**config.mk**
```make
export PLATFORM = sky130hd
export DESIGN_NAME = ov7670_reg_sequencer
export DESIGN_NICKNAME = d
export VERILOG_FILES = /design/src/rtl/ov7670_reg_sequencer.sv
export SDC_FILE = /design/constraint.sdc
export NUM_CORES = 1
export LEC_CHECK = 0
export CAP_MARGIN = 20
export CELL_PAD_IN_SITES_DETAIL_PLACEMENT = 0
export CELL_PAD_IN_SITES_GLOBAL_PLACEMENT = 1
export CORE_ASPECT_RATIO = 0.9
export CORE_MARGIN = 2
export CORE_UTILIZATION = 46
export CTS_BUF_LIST = sky130_fd_sc_hd__clkbuf_2
export DETAILED_ROUTE_END_ITERATION = 10
export PLACE_DENSITY = 0.92
export SYNTH_ARGS = -nofsm -noshare
export SYNTH_HDL_FRONTEND = slang
export SYNTH_SLANG_ARGS = --single-unit
export TNS_END_PERCENT = 5
```
**constraint.sdc**
```tcl
create_clock -name clk -period 3.4 [get_ports clk]
set_clock_uncertainty 0.1 [all_clocks]
set_input_delay 0.85 -clock clk [delete_from_list [all_inputs] [get_ports clk]]
set_output_delay 0.85 -clock clk [all_outputs]
set_load 0.005 [all_outputs]
```
**src/rtl/ov7670_reg_sequencer.sv**
```systemverilog
// OV7670 bring-up sequencer: walks a register table in a synchronous ROM and issues
// one SCCB write per entry, with retries, inter-write gaps and a soft-reset settle delay.
`timescale 1ns/1ps

module ov7670_reg_sequencer #(
    parameter int unsigned NUM_REGS       = 76,
    parameter logic [7:0]  SLAVE_ADDR     = 8'h42,
    parameter int unsigned GAP_CYC        = 1000,
    parameter int unsigned RESET_WAIT_CYC = 1_000_000,
    parameter int unsigned MAX_RETRY      = 3
) (
    input  logic        clk,
    input  logic        reset,
    input  logic        start,
    output logic [7:0]  rom_addr,
    input  logic [15:0] rom_data,
    output logic        sccb_req,
    output logic [7:0]  sccb_dev,
    output logic [7:0]  sccb_reg,
    output logic [7:0]  sccb_val,
    input  logic        sccb_ack,
    input  logic        sccb_nack,
    output logic        busy,
    output logic        done,
    output logic        error,
    output logic [7:0]  reg_index
);

    typedef enum logic [2:0] {
        S_IDLE,
        S_FETCH,
        S_LATCH,
        S_REQ,
        S_GAP,
        S_RST_WAIT,
        S_DONE,
        S_ERR
    } state_t;

    localparam logic [19:0] GAP_LAST  = 20'(GAP_CYC);
    localparam logic [19:0] RST_LAST  = 20'(RESET_WAIT_CYC);
    localparam logic [7:0]  IDX_END   = 8'(NUM_REGS);
    localparam logic [7:0]  RETRY_MAX = 8'(MAX_RETRY);

    state_t      state;
    logic [19:0] wait_cnt;
    logic [19:0] wait_last;
    logic [7:0]  retry_cnt;
    logic        soft_reset;

    // Writing COM7 with bit 7 set resets the sensor, which needs a long settle time.
    assign soft_reset = (sccb_reg == 8'h12) && sccb_val[7];
    assign wait_last  = (state == S_RST_WAIT) ? RST_LAST : GAP_LAST;

    // NOTE: every state and output register is assigned with <= in one clocked block,
    // so all of them update together on the edge and no ordering races exist.
    always_ff @(posedge clk or negedge reset) begin
        if (!reset) begin
            state     <= S_IDLE;
            wait_cnt  <= '0;
            retry_cnt <= '0;
            rom_addr  <= '0;
            sccb_req  <= 1'b0;
            sccb_dev  <= '0;
            sccb_reg  <= '0;
            sccb_val  <= '0;
            busy      <= 1'b0;
            done      <= 1'b0;
            error     <= 1'b0;
            reg_index <= '0;
        end else begin
            case (state)
                S_IDLE, S_DONE, S_ERR: begin
                    if (start) begin
                        state     <= S_FETCH;
                        reg_index <= '0;
                        retry_cnt <= '0;
                        rom_addr  <= '0;
                        done      <= 1'b0;
                        error     <= 1'b0;
                        busy      <= 1'b1;
                    end
                end
                S_FETCH: state <= S_LATCH;
                S_LATCH: begin
                    if (rom_data == 16'hFFFF) begin
                        state <= S_DONE;
                        done  <= 1'b1;
                        busy  <= 1'b0;
                    end else begin
                        sccb_dev <= SLAVE_ADDR;
                        sccb_reg <= rom_data[15:8];
                        sccb_val <= rom_data[7:0];
                        sccb_req <= 1'b1;
                        state    <= S_REQ;
                    end
                end
                S_REQ: begin
                    // nack is tested first so a simultaneous ack/nack is a retry
                    if (sccb_nack) begin
                        sccb_req <= 1'b0;
                        if (retry_cnt == RETRY_MAX) begin
                            state <= S_ERR;
                            error <= 1'b1;
                            busy  <= 1'b0;
                        end else begin
                            retry_cnt <= retry_cnt + 8'd1;
                            wait_cnt  <= '0;
                            state     <= S_GAP;
                        end
                    end else if (sccb_ack) begin
                        sccb_req  <= 1'b0;
                        retry_cnt <= '0;
                        reg_index <= reg_index + 8'd1;
                        wait_cnt  <= '0;
                        state     <= soft_reset ? S_RST_WAIT : S_GAP;
                    end
                end
                S_GAP, S_RST_WAIT: begin
                    if (wait_cnt == wait_last) begin
                        if (reg_index == IDX_END) begin
                            state <= S_DONE;
                            done  <= 1'b1;
                            busy  <= 1'b0;
                        end else begin
                            state    <= S_FETCH;
                            rom_addr <= reg_index;
                        end
                    end else begin
                        wait_cnt <= wait_cnt + 20'd1;
                    end
                end
                default: state <= S_IDLE;
            endcase
        end
    end

endmodule

```
==> flow_metrics.env <==
export IMPL_n_antenna_cell=0
export IMPL_clk_pin_slew_ns=0.23
export IMPL_utilization_pct=56.1
export IMPL_post_synth_top_count_cell="dfrtp_1"
export IMPL_wl_um=8880
export IMPL_cellPowerDensity_mw_per_mm2=670
export IMPL_die_h_um=89.9
export IMPL_slew_violations=0
export IMPL_dpl_cell_area_mm2=0.00437
export IMPL_finalHoldViolations=0
export IMPL_hold_path_class="in2async"
export IMPL_p_int_mw=1.80
export IMPL_r2r_start="state[2]"
export IMPL_antenna_found_initial=0
export IMPL_p_leak_nw=1.90
export IMPL_grt_pass1_vias=2901
export IMPL_grt_pass1_wl_um=14600
export IMPL_cp_slowest_cell="clkdlybuf4s50_1"
export IMPL_htreeDepth=3
export IMPL_drv_cap=0
export IMPL_dieWidth_um=99.5
export IMPL_max_stage_delay_ns=0.55
export IMPL_dieArea_mm2=0.00894
export IMPL_ys_types=71
export IMPL_end_kind="output pin"
export IMPL_synth_seq_cells=68
export IMPL_hold_buffers=0
export IMPL_power_share_clock_pct=15.8
export IMPL_ff2ff_setup_slack_ns=1.03
export IMPL_min_period_ns=2.56
export IMPL_grt_usage_pct=20.4
export IMPL_setup_tns_ns=0
export IMPL_setup_worst_path_class="reg2out"
export IMPL_synth_top_area_share_pct=45.1
export IMPL_drive_gt1_share_pct=15.9
export IMPL_grt_max_degree=69
export IMPL_final_cells=514
export IMPL_timing_rr_end="sccb_reg[3]"
export IMPL_yosys_warnings=0
export IMPL_final_cell_area_mm2=0.00448
export IMPL_io_buffers=58
export IMPL_clk_latency_ns=0.53
export IMPL_critPathMaxFanout=7
export IMPL_start_util_pct=47.2
export IMPL_cts_buffers=9
export IMPL_root_buffer="clkbuf_2"
export IMPL_crit_cells=1
export IMPL_syn_area_per_cell_um2=10.6
export IMPL_worst_pin_slew_ns=0.856
export IMPL_clock_sinks=68
export IMPL_synth_area_leaders="dfrtp_1 (45%), mux2_2 (5.1%), nor2_1 (2.7%), nand2_1 (2.5%), a22o_1 (2.3%)"
export IMPL_worstPathRequired_ns=2.45
export IMPL_critPathTopFamily="buffers and inverters"
export IMPL_dr_pass1_iters=7
export IMPL_worstPathBufferInverterCount=1
export IMPL_critPathLaunchType="flip-flop"
export IMPL_place_congestion=0.843
export IMPL_dp_hpwl_um=6210
export IMPL_period_share_pct=75.3
export IMPL_crit_chain="clkdlybuf4s50_1"
export IMPL_dr_first_iter_drc_count=183
export IMPL_syn_area_mm2=0.00377
export IMPL_io_pins=65
export IMPL_clock_fmax_ghz=0.391
export IMPL_ys_seq_area_share_pct=45.1
export IMPL_vias=3076
export IMPL_setup_viol=0
export IMPL_relSlewSlack_pct=42.9
export IMPL_design_core_area_mm2=0.00799
export IMPL_p_seq_share_pct=43.7
export IMPL_overflow=0
export IMPL_p_comb_share_pct=40.5
export IMPL_regMostFlops="wait_cnt"
export IMPL_irDropWorstVdd_mv=0.360
export IMPL_clock_path_buffers=2
export IMPL_via_per_inst=5.98
export IMPL_area_growth_synth_to_final_pct=18.8
export IMPL_p_switching_mw=1.21
export IMPL_rows=31
export IMPL_wl_per_cell_um=17.3
export IMPL_detail_route_drc_violations=0
export IMPL_cts_setup_buffers=0
export IMPL_swShare_pct=40.1
export IMPL_syn_inst=356
export IMPL_dp_cells=498
export IMPL_antenna_left=0
export IMPL_synth_edf_count=0
export IMPL_finalNetCount=436
export IMPL_cts_tree="done"
export IMPL_grt_setup_unrepaired="no"
export IMPL_synth_common_cells="dfrtp_1 (68), nor2_1 (27), nand2_1 (25)"
export IMPL_r2r_cells=4
export IMPL_largest_reg_flops=20
export IMPL_cts_resized=0
export IMPL_arrival_ns=1.61
export IMPL_synthArstFlopShare_pct=100
export IMPL_ys_flop_type="dfrtp_1"
export IMPL_yosysTopAreaCell="dfrtp_1"
export IMPL_status="finished clean"
-- power groups by stage --
stage | logic [mW] | registers, mW | clock network [mW]
floorplan | 0.811 | 1.22 | 0
detailed placement | 1.22 | 1.32 | 0
global placement | 1.19 | 1.31 | 0
finish | 1.22 | 1.31 | 0.476
CTS | 1.23 | 1.31 | 0.490
global route | 1.33 | 1.36 | 0.527
-- cell type report --
| class | count | area, µm² |
|---|---|---|
| Fill cell | 698 | 3510 |
| Timing Repair Buffer | 60 | 591 |
| Inverter | 9 | 33.8 |
| Clock buffer | 9 | 45.0 |
| Tap cell | 99 | 124 |
| Clock inverter | 7 | 67.6 |
| Multi-Input combinational cell | 262 | 1920 |
| Sequential cell | 68 | 1700 |
-- worst max-delay path by stage --
stage | start | to | slack, ns
2_1_floorplan | sccb_nack | retry_cnt[4] | 1.26
3_3_place_gp | rom_data[7] | sccb_val[5] | 0.49
3_5_place_dp | rom_data[5] | sccb_reg[3] | 0.43
4_1_cts | reg_index[2] | reg_index[2] | 0.82
5_1_grt | reg_index[2] | reg_index[2] | 0.74
6_report | reg_index[2] | reg_index[2] | 0.84
-- metrics by stage --
step,worst slack (ns),power (mW),hold slack [ns]
finish,0.841,3.01,0.379
global route,0.739,3.22,0.397
global placement,0.487,2.50,0.382
CTS,0.820,3.03,0.405
floorplan,1.26,2.03,0.372
detailed placement,0.428,2.54,0.381
-- routing by layer --
metal,GRT usage (%),routed length [µm],vias to the layer above
met5,0,0,-
met3,7.23,624,8
met2,29.6,4030,104
li1,-,-,1437
met4,4.45,79,0
met1,29.6,4150,1527
-- cells in the final DEF (no fill, tap or decap), types with 4 or more instances in the layout --
cell,n
a211o_1,5
a21o_1,5
a21oi_1,11
a22o_1,10
a31oi_1,9
and3_1,10
clkbuf_2,9
clkdlybuf4s50_1,57
conb_1,6
dfrtp_1,68
ha_1,5
inv_1,9
mux2_2,17
nand2_1,25
nand2b_1,5
nand3_1,11
nand4_1,10
nand4_2,4
nor2_1,27
nor3_1,4
o2111ai_1,4
o21ai_0,14
xnor2_1,4
xor2_1,8
-- kinds of logic (layout without fill, tap and decap cells) --
logic type / count (synthesis) / in the layout / synth area share, %
simple gates: 135 / 135 / 22.6
compound gates: 86 / 86 / 17.8
fa+ha+maj: 5 / 5 / 1.66
mux: 18 / 18 / 5.34
buf+inv: 31 / 85 / 4.61
flops: 68 / 68 / 45.1
other cells: 1 / 6 / 0.0994
xor+xnor: 12 / 12 / 2.79
(Power assumes the default switching activity.)
